### src/rtl/pc_sequencer_pkg.sv
// Shared types and decode helpers for the program-counter sequencer.
// Holds the decoder opcodes, the FSM states, the per-cycle issue kinds
// and the strobe sets each issue kind produces.
package pc_sequencer_pkg;

    // Opcodes presented by the instruction decoder on cmd_op
    localparam logic [2:0] OP_HOLD      = 3'd0;
    localparam logic [2:0] OP_FETCH     = 3'd1;
    localparam logic [2:0] OP_JUMP      = 3'd2;
    localparam logic [2:0] OP_PAGE_JUMP = 3'd3;
    localparam logic [2:0] OP_PUSH      = 3'd4;

    // RUN accepts commands; PUSH_L owns the next cycle start for the low-byte push
    typedef enum logic {
        RUN    = 1'b0,
        PUSH_L = 1'b1
    } seq_state_e;

    // What the sequencer is doing during the current machine cycle
    typedef enum logic [2:0] {
        ISSUE_NONE      = 3'd0,
        ISSUE_HOLD      = 3'd1,
        ISSUE_FETCH     = 3'd2,
        ISSUE_JUMP      = 3'd3,
        ISSUE_PAGE_JUMP = 3'd4,
        ISSUE_PUSH_HI   = 3'd5,
        ISSUE_PUSH_LO   = 3'd6
    } issue_e;

    typedef struct packed {
        logic pcl_pcl;
        logic adl_pcl;
        logic pch_pch;
        logic adh_pch;
    } select_t;

    typedef struct packed {
        logic pcl_adl;
        logic pch_adh;
        logic pcl_db;
        logic pch_db;
    } drive_t;

    typedef struct packed {
        select_t sel;
        drive_t  drive;
        logic    inc;
        logic    busy;
    } strobe_set_t;

    // Translate the decoder port into an issue kind; idle or reserved codes hold the PC
    function automatic issue_e op_to_issue(input logic valid, input logic [2:0] op);
        issue_e kind;
        kind = ISSUE_HOLD;
        if (valid) begin
            case (op)
                OP_HOLD:      kind = ISSUE_HOLD;
                OP_FETCH:     kind = ISSUE_FETCH;
                OP_JUMP:      kind = ISSUE_JUMP;
                OP_PAGE_JUMP: kind = ISSUE_PAGE_JUMP;
                OP_PUSH:      kind = ISSUE_PUSH_HI;
                default:      kind = ISSUE_HOLD;
            endcase
        end
        return kind;
    endfunction

    // Strobe pattern for one machine cycle of the given issue kind
    function automatic strobe_set_t decode_issue(input issue_e kind);
        strobe_set_t s;
        s = '0;
        case (kind)
            ISSUE_HOLD: begin
                s.sel.pcl_pcl = 1'b1;
                s.sel.pch_pch = 1'b1;
            end
            ISSUE_FETCH: begin
                s.sel.pcl_pcl   = 1'b1;
                s.sel.pch_pch   = 1'b1;
                s.drive.pcl_adl = 1'b1;
                s.drive.pch_adh = 1'b1;
                s.inc           = 1'b1;
            end
            ISSUE_JUMP: begin
                s.sel.adl_pcl = 1'b1;
                s.sel.adh_pch = 1'b1;
            end
            ISSUE_PAGE_JUMP: begin
                s.sel.adl_pcl = 1'b1;
                s.sel.pch_pch = 1'b1;
            end
            ISSUE_PUSH_HI: begin
                s.sel.pcl_pcl  = 1'b1;
                s.sel.pch_pch  = 1'b1;
                s.drive.pch_db = 1'b1;
                s.busy         = 1'b1;
            end
            ISSUE_PUSH_LO: begin
                s.sel.pcl_pcl  = 1'b1;
                s.sel.pch_pch  = 1'b1;
                s.drive.pcl_db = 1'b1;
                s.busy         = 1'b1;
            end
            default: s = '0;
        endcase
        return s;
    endfunction

endpackage

### src/rtl/pc_sequencer_phase_generator.sv
// Two-phase machine-cycle timing: a counter that runs 0..2*CLK_DIV-1 and
// the phi1 level plus the phase start pulses decoded from it.
// The decoded phase outputs are held low while reset is asserted.
module phase_generator #(
    parameter int CLK_DIV = 4,
    parameter int CNT_W   = $clog2(2 * CLK_DIV)
) (
    input  logic             sys_clock,
    input  logic             reset,
    output logic [CNT_W-1:0] cnt,
    output logic [CNT_W-1:0] cnt_next,
    output logic             phi1,
    output logic             phase_1_rising,
    output logic             phase_2_rising
);

    localparam logic [CNT_W-1:0] PHASE_2_START = CNT_W'(CLK_DIV);
    localparam logic [CNT_W-1:0] CNT_LAST      = CNT_W'(2 * CLK_DIV - 1);

    // Next count value, wrapping at the end of the machine cycle
    always_comb begin
        cnt_next = cnt + 1'b1;
        if (cnt == CNT_LAST) begin
            cnt_next = '0;
        end
    end

    // Phase counter register
    always_ff @(posedge sys_clock) begin
        if (reset) begin
            cnt <= '0;
        end else begin
            cnt <= cnt_next;
        end
    end

    // Phase level and start pulses decoded from the counter
    always_comb begin
        phi1           = 1'b0;
        phase_1_rising = 1'b0;
        phase_2_rising = 1'b0;
        if (!reset) begin
            phi1           = (cnt < PHASE_2_START);
            phase_1_rising = (cnt == '0);
            phase_2_rising = (cnt == PHASE_2_START);
        end
    end

endmodule

### src/rtl/pc_sequencer.sv
// Program-counter sequencer: accepts one decoder command per machine cycle
// and turns it into registered PC select strobes, bus-drive strobes and the
// increment request. PUSH spans two machine cycles (high byte, then low byte).
module pc_sequencer
    import pc_sequencer_pkg::*;
#(
    parameter int CLK_DIV = 4
) (
    input  logic       sys_clock,
    input  logic       reset,
    input  logic       cmd_valid,
    input  logic [2:0] cmd_op,
    output logic       cmd_ready,
    output logic       busy,
    output logic       phase_1_rising,
    output logic       phase_2_rising,
    output logic       phi1,
    output logic       pcl_pcl,
    output logic       adl_pcl,
    output logic       pch_pch,
    output logic       adh_pch,
    output logic       pcl_adl,
    output logic       pch_adh,
    output logic       pcl_db,
    output logic       pch_db,
    output logic       increment_pc
);

    localparam int CNT_W = $clog2(2 * CLK_DIV);
    localparam logic [CNT_W-1:0] SEL_FIRST = CNT_W'(1);
    localparam logic [CNT_W-1:0] SEL_LAST  = CNT_W'(CLK_DIV - 1);

    logic [CNT_W-1:0] cnt;
    logic [CNT_W-1:0] cnt_next;
    logic             cycle_start;
    logic             sel_window_next;

    seq_state_e  state_q;
    seq_state_e  state_d;
    issue_e      issue_q;
    issue_e      issue_d;
    strobe_set_t strobes_d;

    select_t sel_q;
    drive_t  drive_q;
    logic    inc_q;
    logic    busy_q;

    phase_generator #(
        .CLK_DIV (CLK_DIV),
        .CNT_W   (CNT_W)
    ) u_phase_generator (
        .sys_clock      (sys_clock),
        .reset          (reset),
        .cnt            (cnt),
        .cnt_next       (cnt_next),
        .phi1           (phi1),
        .phase_1_rising (phase_1_rising),
        .phase_2_rising (phase_2_rising)
    );

    assign cycle_start     = (cnt == '0);
    assign cmd_ready       = cycle_start && (state_q == RUN);
    assign sel_window_next = (cnt_next >= SEL_FIRST) && (cnt_next <= SEL_LAST);

    // Next state and next issue kind; both only move at the start of a machine cycle
    always_comb begin
        state_d   = state_q;
        issue_d   = issue_q;
        if (cycle_start) begin
            if (state_q == PUSH_L) begin
                issue_d = ISSUE_PUSH_LO;
                state_d = RUN;
            end else begin
                issue_d = op_to_issue(cmd_valid, cmd_op);
                if (issue_d == ISSUE_PUSH_HI) begin
                    state_d = PUSH_L;
                end
            end
        end
        strobes_d = decode_issue(issue_d);
    end

    // FSM, issue register and registered strobes; select strobes only inside the phi1 window
    always_ff @(posedge sys_clock) begin
        if (reset) begin
            state_q <= RUN;
            issue_q <= ISSUE_NONE;
            sel_q   <= '0;
            drive_q <= '0;
            inc_q   <= 1'b0;
            busy_q  <= 1'b0;
        end else begin
            state_q <= state_d;
            issue_q <= issue_d;
            sel_q   <= sel_window_next ? strobes_d.sel : '0;
            drive_q <= strobes_d.drive;
            inc_q   <= strobes_d.inc;
            busy_q  <= strobes_d.busy;
        end
    end

    assign pcl_pcl      = sel_q.pcl_pcl;
    assign adl_pcl      = sel_q.adl_pcl;
    assign pch_pch      = sel_q.pch_pch;
    assign adh_pch      = sel_q.adh_pch;
    assign pcl_adl      = drive_q.pcl_adl;
    assign pch_adh      = drive_q.pch_adh;
    assign pcl_db       = drive_q.pcl_db;
    assign pch_db       = drive_q.pch_db;
    assign increment_pc = inc_q;
    assign busy         = busy_q;

endmodule
### config.mk
export PLATFORM = sky130hd
export DESIGN_NAME = pc_sequencer
export DESIGN_NICKNAME = d
export VERILOG_FILES = /design/src/rtl/pc_sequencer_pkg.sv /design/src/rtl/pc_sequencer_phase_generator.sv /design/src/rtl/pc_sequencer.sv
export SDC_FILE = /design/constraint.sdc
export NUM_CORES = 1
export LEC_CHECK = 0
export CAP_MARGIN = 10
export CORE_MARGIN = 1.5
export CORE_UTILIZATION = 46
export CTS_BUF_LIST = sky130_fd_sc_hd__clkbuf_2 sky130_fd_sc_hd__clkbuf_4 sky130_fd_sc_hd__clkbuf_8
export CTS_CLUSTER_DIAMETER = 40
export DETAILED_ROUTE_END_ITERATION = 6
export HOLD_SLACK_MARGIN = 0.12
export PLACE_DENSITY = 0.79
export SLEW_MARGIN = 20
export SYNTH_ARGS = -nofsm -noshare
export SYNTH_HDL_FRONTEND = slang
export SYNTH_SLANG_ARGS = --single-unit
export TNS_END_PERCENT = 5
### constraint.sdc
create_clock -name sys_clock -period 1.9 [get_ports sys_clock]
set_input_delay 0.285 -clock sys_clock [delete_from_list [all_inputs] [get_ports sys_clock]]
set_output_delay 0.285 -clock sys_clock [all_outputs]
set_load 0.02 [all_outputs]
==> run summary, run 1 <==
Yosys cell types: 30
Share of cells above drive strength 1: 0.133
Post-route ant nets: 0
Drt total wl: 1360 microns
Placeable Area: 0.00130 sq mm
CTS clk-pin slew, worst paths: 0.08 ns
Fin cells: 105
Critical Path AT: 1.55 ns
Post-Route Skew: 0.00336 ns
Placed Cells: 100
Synth Area in Adders: 0.0587
Die ar.: 0.00162 sq mm
Cell Area, Synth: 639 sq um
CTS Hold Bufs: 0
Fin. Hold Viols: 0
Main combinational cell family by area after synthesis: simple AND/OR/NAND/NOR gates
#FFs+latches synth: 15
H-tree levels: 1
Dpl hpwl: 984 microns
Ports: 20
CP Cell Sequence: inv_1, ha_1, nor3b_4, dlygate4sd2_1
Vias: 554
DR iter-0 viols: 9
Yosys warns: 0
Layout area overhead: 40.9%
Sequential power share: 0.432
Port Buffers: 19
Synth Area in Compound Gates: 0.123
Cell depth of the worst hold path: 1
Switching fraction of total power: 0.306
Area leader, netlist: dfxtp_1
DRC: 0
Final hold slack: 0.496 ns
Slew @ Worst Pin: 0.354 ns
Initial Util: 0.491
Pre-CTS setup slack: -0.0385 ns
Multiplexer share of the synthesized area: 0
Vias in the first global route: 455
Top FF cell, synth: dfxtp_1
Sequential area share after synthesis: 0.470
Initial antenna violation count: 0
GRT Util Overall: 0.174
Area after DPL: 852 sq um
Int Pwr: 0.000586 W
Syn nets: 75
Total grt overflow: 0
Relative slew slack: 0.763
Hold WC Path Type: flop to flop
RSZ-0062 raised after global routing: no
Critical path peak fanout: 4
Peak supply drop: 0.381 mV
RePlAce Congestion: 0.747
Die Height: 40.3 microns
Critical Path Sink Type: output pin
Cts bufs inserted: 3
Routed len/inst: 12.9 microns
Pin count of the biggest net entering global routing: 9
Kind of start point of the critical path: flop
Final min period: 1.83 ns
Setup WS post-layout: 0.0683 ns
CTS root buffer: clkbuf_4
CTS max path bufs: 2
Clock sinks: 15
NetSw: 0.000258 W
Max_cap viols: 0
Xor and xnor fraction of the mapped netlist area: 0.0274
CP max-delay cell: dlygate4sd2_1
CP Class: flop to output pin
Vias per inst: 5.28
Min-Delay Startpoint: u_phase_generator.cnt[0]
Final setup fails: 0
Post-synth EDFFs: 0
Share of power burned in combinational logic: 0.338
First-pass DRT Iterations: 4
Pins over their slew limit: 0
Synth area leaders: dfxtp_1 47%, ha_1 5.9%, nor2_1 5.3%, and3_1 2.9%, nor3b_4 2.9%
Data required time of the critical path: 1.62 ns
Worst setup path start: u_phase_generator.cnt[0]
Clock power share: 0.230
Status: finished, final reports clean
Clk_lat worst skew: 0.28 ns
Pwr/cell area: 937 mW/mm^2
Worst Path Buf+Inv: 2
Levels on crit path: 4
Fmax: 546 MHz
Reg-to-reg startpoint: u_phase_generator.cnt[0]
Post-Layout Inst Area: 901 sq um
Layout net count: 100
Post-synth top area share: 0.470
CP max stage delay: 0.37 ns
Synth Area in Simple Gates: 0.274
Antenna diodes: 0
Final period util: 0.964
CTS tree: done
Biggest regs: issue_q (3), u_phase_generator.cnt (3)
Leak: 0.393 nW
FF-to-FF path depth: 8
Die width: 40.3 microns
Global-route wire length before repair: 1900 microns
Syn avg cell area: 9.69 sq um
Crit-path leading delay family: buffers and inverters
FFs w/ async S/R, synth: 0
Gate Count Post-Synth: 66
FP Rows: 13
## power groups by stage
| stage | registers (W) | logic [W] | clock network, W |
|---|---|---|---|
| 6_report | 0.000365 | 0.000286 | 0.000194 |
| 5_1_grt | 0.000370 | 0.000307 | 0.000211 |
| 4_1_cts | 0.000366 | 0.000268 | 0.000200 |
| 2_1_floorplan | 0.000401 | 0.000131 | 0 |
| 3_3_place_gp | 0.000372 | 0.000267 | 0 |
| 3_5_place_dp | 0.000373 | 0.000271 | 0 |
## timing repair
item / in CTS / in global routing
pin swaps: 0 / 0
endpoints found under the setup margin: 3 / 2
buffers inserted: 0 / 1
gates resized for setup: 3 / 1
## synth_stat cells (2+ instances only)
cell type and number:
nor2b_1 2, nor2_1 9, ha_1 3, nor3b_1 2, dfxtp_1 15, buf_4 2, and3_1 3, nor3_1 3
inv_1 3, nand2_1 4
## cells in the final DEF, fill, tap and decap left out, drive strengths merged, types with 2 or more instances in the layout
cell type | Yosys | routed
nor3 | 3 | 3
nor2 | 9 | 9
nor3b | 3 | 3
dlygate4sd2 | 0 | 3
clkbuf | 1 | 4
clkdlybuf4s50 | 0 | 15
a21oi | 2 | 2
dfxtp | 15 | 15
inv | 3 | 3
buf | 2 | 4
and3 | 3 | 3
nand2 | 4 | 4
nor2b | 2 | 2
ha | 3 | 3
## layout make-up
class | instances | area, sq um
Fill cell | 122 | 400
Multi-Input combinational cell | 45 | 309
Sequential cell | 15 | 300
Timing Repair Buffer | 23 | 231
Clock buffer | 4 | 30.0
Tap cell | 15 | 18.8
Inverter | 3 | 11.3
## path summary, 6_finish.rpt
kind                                   end  slack (ns)
setup / recovery                 cmd_ready        0.07
hold / removal    u_phase_generator.cnt[0]        0.50
setup reg to reg                   pch_pch        0.12
hold reg to reg   u_phase_generator.cnt[0]        0.50
## metrics by stage
step / util / total power (W) / TNS, ns
after detailed placement: 0.655 / 0.000645 / -0.0592
after CTS: 0.675 / 0.000834 / 0
after global routing: 0.692 / 0.000887 / 0
after floorplan: - / 0.000533 / 0
after global placement: 0.655 / 0.000639 / 0
final: 0.692 / 0.000844 / 0
## routing by layer
layer | GRT usage | part of all wire | up-vias
li1 | - | - | 277
met1 | 0.214 | 0.44 | 261
met2 | 0.306 | 0.52 | 16
met3 | 0.0333 | 0.038 | 0
met4 | 0.0500 | 0 | 0
met5 | 0 | 0 | -
## logic make-up after synthesis
group / count (synthesis)
AND/OR/NAND/NOR: 30
flip-flops: 15
AO/OA/AOI/OAI: 10
buffers and inverters: 6
adder cells (fa/ha/maj): 3
XOR/XNOR: 2
(Power assumes the default switching activity.)
==> run 2: changes to the inputs <==
--- a/config.mk
+++ b/config.mk
@@ -13,7 +13,6 @@
 export DETAILED_ROUTE_END_ITERATION = 6
 export HOLD_SLACK_MARGIN = 0.12
 export PLACE_DENSITY = 0.79
-export SLEW_MARGIN = 20
 export SYNTH_ARGS = -nofsm -noshare
 export SYNTH_HDL_FRONTEND = slang
 export SYNTH_SLANG_ARGS = --single-unit
==> results of run 2 <==
Same layout as run 1: the final DEF is identical, and so are final timing and power.
==> RTL change 1 (flow settings as in run 2) <==
The 7 values of `issue_e` get a one-hot encoding in 7 bits.
--- a/src/rtl/pc_sequencer_pkg.sv
+++ b/src/rtl/pc_sequencer_pkg.sv
@@ -17,14 +17,14 @@
     } seq_state_e;
 
     // What the sequencer is doing during the current machine cycle
-    typedef enum logic [2:0] {
-        ISSUE_NONE      = 3'd0,
-        ISSUE_HOLD      = 3'd1,
-        ISSUE_FETCH     = 3'd2,
-        ISSUE_JUMP      = 3'd3,
-        ISSUE_PAGE_JUMP = 3'd4,
-        ISSUE_PUSH_HI   = 3'd5,
-        ISSUE_PUSH_LO   = 3'd6
+    typedef enum logic [6:0] {
+        ISSUE_NONE      = 7'b0000001,
+        ISSUE_HOLD      = 7'b0000010,
+        ISSUE_FETCH     = 7'b0000100,
+        ISSUE_JUMP      = 7'b0001000,
+        ISSUE_PAGE_JUMP = 7'b0010000,
+        ISSUE_PUSH_HI   = 7'b0100000,
+        ISSUE_PUSH_LO   = 7'b1000000
     } issue_e;
 
     typedef struct packed {
Check against the original RTL: same outputs for any inputs over 10 cycles, from zero or initial values and one cycle with reset high; not proved beyond that.
==> RTL change 1 against run 2 <==
- final area increased by 35%
- utilization is 1.7 points lower
- critical path type is now flip-flop to flip-flop
- critical path depth rose by 4
- count of clock-buffer cells in the layout is the same
- sequential share of layout area shrank 2.0 points
- worst setup slack better by 0.026 ns
- sequential cell count is 4 higher
- largest cell class unchanged
- synthesized cell count is 53% higher
- total power rose by 5.5%
- clock power increased by 9%
- routed wire length increased by 48%
- area after synthesis grew 42%
- critical endpoint is now adl_pcl$_SDFF_PP0_
==> RTL change 1: results (changes against run 2) <==
metric,value,unit,change
htree_levels,1,,unchanged
cts_max_path_buffers,2,,unchanged
worst_skew_pair.late_latency,0.29,ns,
timing.max_slew.rel_slack,0.7766,,+0.01340
crit_path_max_incr_delay,0.39,ns,+0.02 ns
post-cts-setup-buffers,0,,unchanged
drt_iter0_markers,26,,+17
largest_net_degree_at_the_start_of_global_routing,11,,+2
setup.reg_to_reg.worst_slack,0.09,ns,-0.03 ns
p_leak,0.5077,nW,+29%
mappedNetlistNets,110,,+47%
vias_after_detailed_routing,830,,+50%
synth_commonest_cells,"dfxtp_1 (19), nor2_1 (12), nand2_1 (8)",,
async_flop_share,0,,unchanged
critPathArrivalTime,2.04,ns,+0.49 ns
post-dp-hpwl,1547,um,+57%
numCtsBuffers,3,,unchanged
drive_above_1_share,0.1860,,+0.05271
area_contributors_post_synth,"dfxtp_1 (42%), nor2_1 (4.9%), ha_1 (4.1%)",,
ys.warnings.count,0,,unchanged
grt_antenna_before_repair,0,,unchanged
biggestRegsByFlops,"issue_q: 7 flops, u_phase_generator.cnt: 3 flops",,
place.gp.congestion,0.8005,,+7.1%
num-fill-cells,167,,+37%
num-nets-final,139,,+39%
critPathLaunch,u_phase_generator.cnt[0]$_SDFF_PP0_,,
buffer_ports.inserted,19,,unchanged
ff2ff_path_depth,8,,unchanged
critical-path-top-delay-family,simple AND/OR/NAND/NOR gates,,
timing.critical_path.slowest_stage_cell,or3_1,,
clkSlewWorstSetupHoldPaths,0.10,ns,+0.02 ns
worstPathMaxFanout,5,,+1
number_of_global_route_vias_before_repair,773,,+70%
status,finished clean,,
fin_tns_setup,0,ns,unchanged
min_path_type,flip-flop to flip-flop,,
drt-total-wl,2013,um,+48%
gr-usage-all-layers,0.2047,,+0.03049
grt_pass1_wl,3208,um,+69%
post_synth_num_cell_types,38,,+27%
hold_start,u_phase_generator.cnt[0]$_SDFF_PP0_,,
drtPass1Iterations,4,,unchanged
ir_worst_vdd,0.5625,mV,+48%
timing.clock.skew,0.01027,ns,+0.006908 ns
root_buffer,clkbuf_4,,
num_antenna_cells,0,,unchanged
crit_path_end,adl_pcl$_SDFF_PP0_,,
synth_seq_area_share,0.4176,,-0.05208
## RTL change 1: changes by cell type after synthesis, moves of 3 or more
| cell | change |
|---|---|
| a21oi_1 | +4 |
| and3_1 | -3 |
| nor2b_1 | +4 |
| nand2_1 | +4 |
| nor2_1 | +3 |
| dfxtp_1 | +4 |
| o21ai_0 | +3 |
## RTL change 1: area by class of cell
| class | count | area [um^2] | share of cell area |
|---|---|---|---|
| Clock buffer | 4 | 30.03 | 0.02467 |
| Inverter | 2 | 7.507 | 0.006166 |
| Multi-Input combinational cell | 74 | 494.2 | 0.4060 |
| Sequential cell | 19 | 381.6 | 0.3135 |
| Tap cell | 25 | 31.28 | 0.02569 |
| Timing Repair Buffer | 30 | 272.8 | 0.2240 |
## RTL change 1: metrics by stage
step / setup WS (ns) / cells / cell area [um^2]
finish: 0.09412 / 154 / 1217
global placement: -0.05036 / 150 / 1176
CTS: -0.0006697 / 154 / 1202
detailed placement: -0.07769 / 150 / 1176
global route: 0.0007747 / 154 / 1217
floorplan: 0.2640 / 101 / 910.9
## RTL change 1: routing by layer
| layer | up-vias | global-route usage | part of all wire |
|---|---|---|---|
| li1 | 410 | - | - |
| met1 | 383 | 0.2368 | 0.39 |
| met3 | 4 | 0.03396 | 0.050 |
| met2 | 33 | 0.3649 | 0.54 |
| met5 | - | 0 | 0 |
| met4 | 0 | 0.09444 | 0.018 |
## RTL change 1: report_power, final
group | total [mW] | internal [mW] | switching [mW] | leakage (nW)
clock | 0.212 | 0.0957 | 0.116 | 0.0184
combinational | 0.243 | 0.120 | 0.123 | 0.334
sequential | 0.436 | 0.420 | 0.0163 | 0.155
## RTL change 1: worst min path at each step
stage	endpoint	slack (ns)	depth (start not counted)
after global routing	u_phase_generator.cnt[0]$_SDFF_PP0_	0.48	1
final	u_phase_generator.cnt[0]$_SDFF_PP0_	0.45	1
after detailed placement	issue_q[4]$_SDFF_PP0_	0.49	2
after CTS	u_phase_generator.cnt[0]$_SDFF_PP0_	0.51	1
after global placement	u_phase_generator.cnt[0]$_SDFF_PP0_	0.47	1
after floorplan	issue_q[1]$_SDFF_PP0_	0.36	1
## RTL change 1: cells by family (layout without fill, tap and decap cells)
family / after synthesis / in the layout / share of synthesized area
and+or+nand+nor: 48 / 48 / 0.3077
AOI/OAI and AO/OA: 21 / 21 / 0.1635
DFF: 19 / 19 / 0.4176
buffers and inverters: 8 / 36 / 0.05082
adders and majority gates: 3 / 3 / 0.04121
xor gates and xnor gates: 2 / 2 / 0.01923
## RTL change 1: repair_timing
action | 4_1_cts | 5_1_grt
gates resized for setup | 3 | 5
pin swaps | 0 | 1
setup endpoints to repair | 4 | 7
cloned | 0 | 0
hold endpoints to repair | 0 | 0
==> RTL change 2 (settings of run 2) <==
Made on the original files. `CLK_DIV` is set to 4 in 2 places; all go to 2.
--- a/src/rtl/pc_sequencer_phase_generator.sv
+++ b/src/rtl/pc_sequencer_phase_generator.sv
@@ -2,7 +2,7 @@
 // the phi1 level plus the phase start pulses decoded from it.
 // The decoded phase outputs are held low while reset is asserted.
 module phase_generator #(
-    parameter int CLK_DIV = 4,
+    parameter int CLK_DIV = 2,
     parameter int CNT_W   = $clog2(2 * CLK_DIV)
 ) (
     input  logic             sys_clock,
--- a/src/rtl/pc_sequencer.sv
+++ b/src/rtl/pc_sequencer.sv
@@ -4,7 +4,7 @@
 module pc_sequencer
     import pc_sequencer_pkg::*;
 #(
-    parameter int CLK_DIV = 4
+    parameter int CLK_DIV = 2
 ) (
     input  logic       sys_clock,
     input  logic       reset,
Function: changed (a bounded check fails within 4 cycles, from zero or initial values and one cycle with reset high).
==> RTL change 2 against run 2 <==
- final area is 0.42% higher
- worst setup slack got worse by 0.031 ns
- area after synthesis rose by 1.8%
- sequential cell count is 1 lower
- register-to-register slack gained 0.14 ns
- sequential power down 7.7%
- total power fell by 2.6%
- combinational power is 4% lower
- first-iteration DRC count down 89%
- via count fell by 8.7%
- routed wire length down 14%
- sequential share of layout area is 2.4 points lower
- cell count shrank 3.8%
- largest power group unchanged
- highest routed layer is now met4
==> RTL change 2: results (changes against run 2) <==
metric,value,unit,change
status,finished clean,,
number_of_global_route_vias_before_repair,449,,-1.3%
p_leak,0.4013,nW,+2.1%
area_post_placement,867.1,um^2,+1.8%
grt_pass1_wl,1863,um,-1.8%
timing.max_slew.rel_slack,0.7618,,-0.001389
setup_slack,0.03762,ns,-0.03072 ns
instance_count_after_placement_with_tap_cells_included,97,,-3.0%
synth_seq_area_share,0.4308,,-0.03890
place.gp.congestion,0.7489,,+0.20%
seqPwrFrac,0.410,,-0.022
worstPathMaxFanout,8,,+4
num-fill-cells,111,,-9.0%
setup.reg_to_reg.worst_slack,0.26,ns,+0.14 ns
timing.rr.end,busy$_SDFF_PP0_,,
post_synth_num_cell_types,29,,-3.3%
synth_commonest_cells,"dfxtp_1 (14), nor2_1 (8)",,
ir_worst_vdd,0.5386,mV,+41%
vias_after_detailed_routing,506,,-8.7%
power_frac_clock,0.256,,+0.026
drive_above_1_share,0.2442,,+0.1109
post-dp-hpwl,957.8,um,-2.6%
drt_iter0_markers,1,,-8
switching_power,246.8,uW,-4.5%
pre_cts_slack,0.002662,ns,+0.04111 ns
worst_hold_slack,0.4712,ns,-0.02470 ns
timing.clock.skew,0.003313,ns,-0.00005024 ns
==> RTL change 2: changes by cell type after synthesis, moves of 2 or more <==
cell	run 2	this run
a21oi_1	1	3
and3_1	3	1
nand2_1	4	0
nor3_1	3	1
nor3_2	0	3
nor3b_2	0	2
o21ai_1	0	2
==> RTL change 2: layer usage <==
layer	up-vias	track usage	part of all wire
met5	-	0	0
met1	232	0.2053	0.43
li1	258	-	-
met3	2	0.04891	0.042
met4	0	0.05000	0.0051
met2	14	0.3056	0.52
==> RTL change 2: area by class of cell <==
class                           count  area [um^2]  share of cell area
Clock buffer                        4        36.28             0.04011
Sequential cell                    14        280.3              0.3098
Multi-Input combinational cell     41        329.1              0.3638
Timing Repair Buffer               24        229.0              0.2531
Inverter                            3        11.26             0.01245
Tap cell                           15        18.77             0.02075
==> RTL change 2: worst max path at each step <==
| stage | startpoint | endpoint |
|---|---|---|
| final | reset | phi1 |
| after global routing | u_phase_generator.cnt[1]$_SDFF_PP0_ | phase_1_rising |
| after CTS | reset | phase_2_rising |
| after detailed placement | reset | phase_1_rising |
| after global placement | reset | phase_1_rising |
| after floorplan | u_phase_generator.cnt[0]$_SDFF_PP0_ | busy$_SDFF_PP0_ |
==> RTL change 2: kinds of logic (layout without fill, tap and decap cells) <==
| family | after synthesis | count (layout) | synth area share |
|---|---|---|---|
| AOI/OAI and AO/OA | 9 | 9 | 0.1115 |
| xor gates and xnor gates | 1 | 1 | 0.01346 |
| adders and majority gates | 3 | 3 | 0.05770 |
| buffers and inverters | 7 | 31 | 0.06345 |
| DFF | 14 | 14 | 0.4308 |
| and+or+nand+nor | 28 | 28 | 0.3231 |
==> RTL change 2: worst max-delay path, stage by stage <==
cell and delay (ns):
clkdlybuf4s50_1 0.42, buf_4 0.17, nor2_1 0.09, clkdlybuf4s50_1 0.61
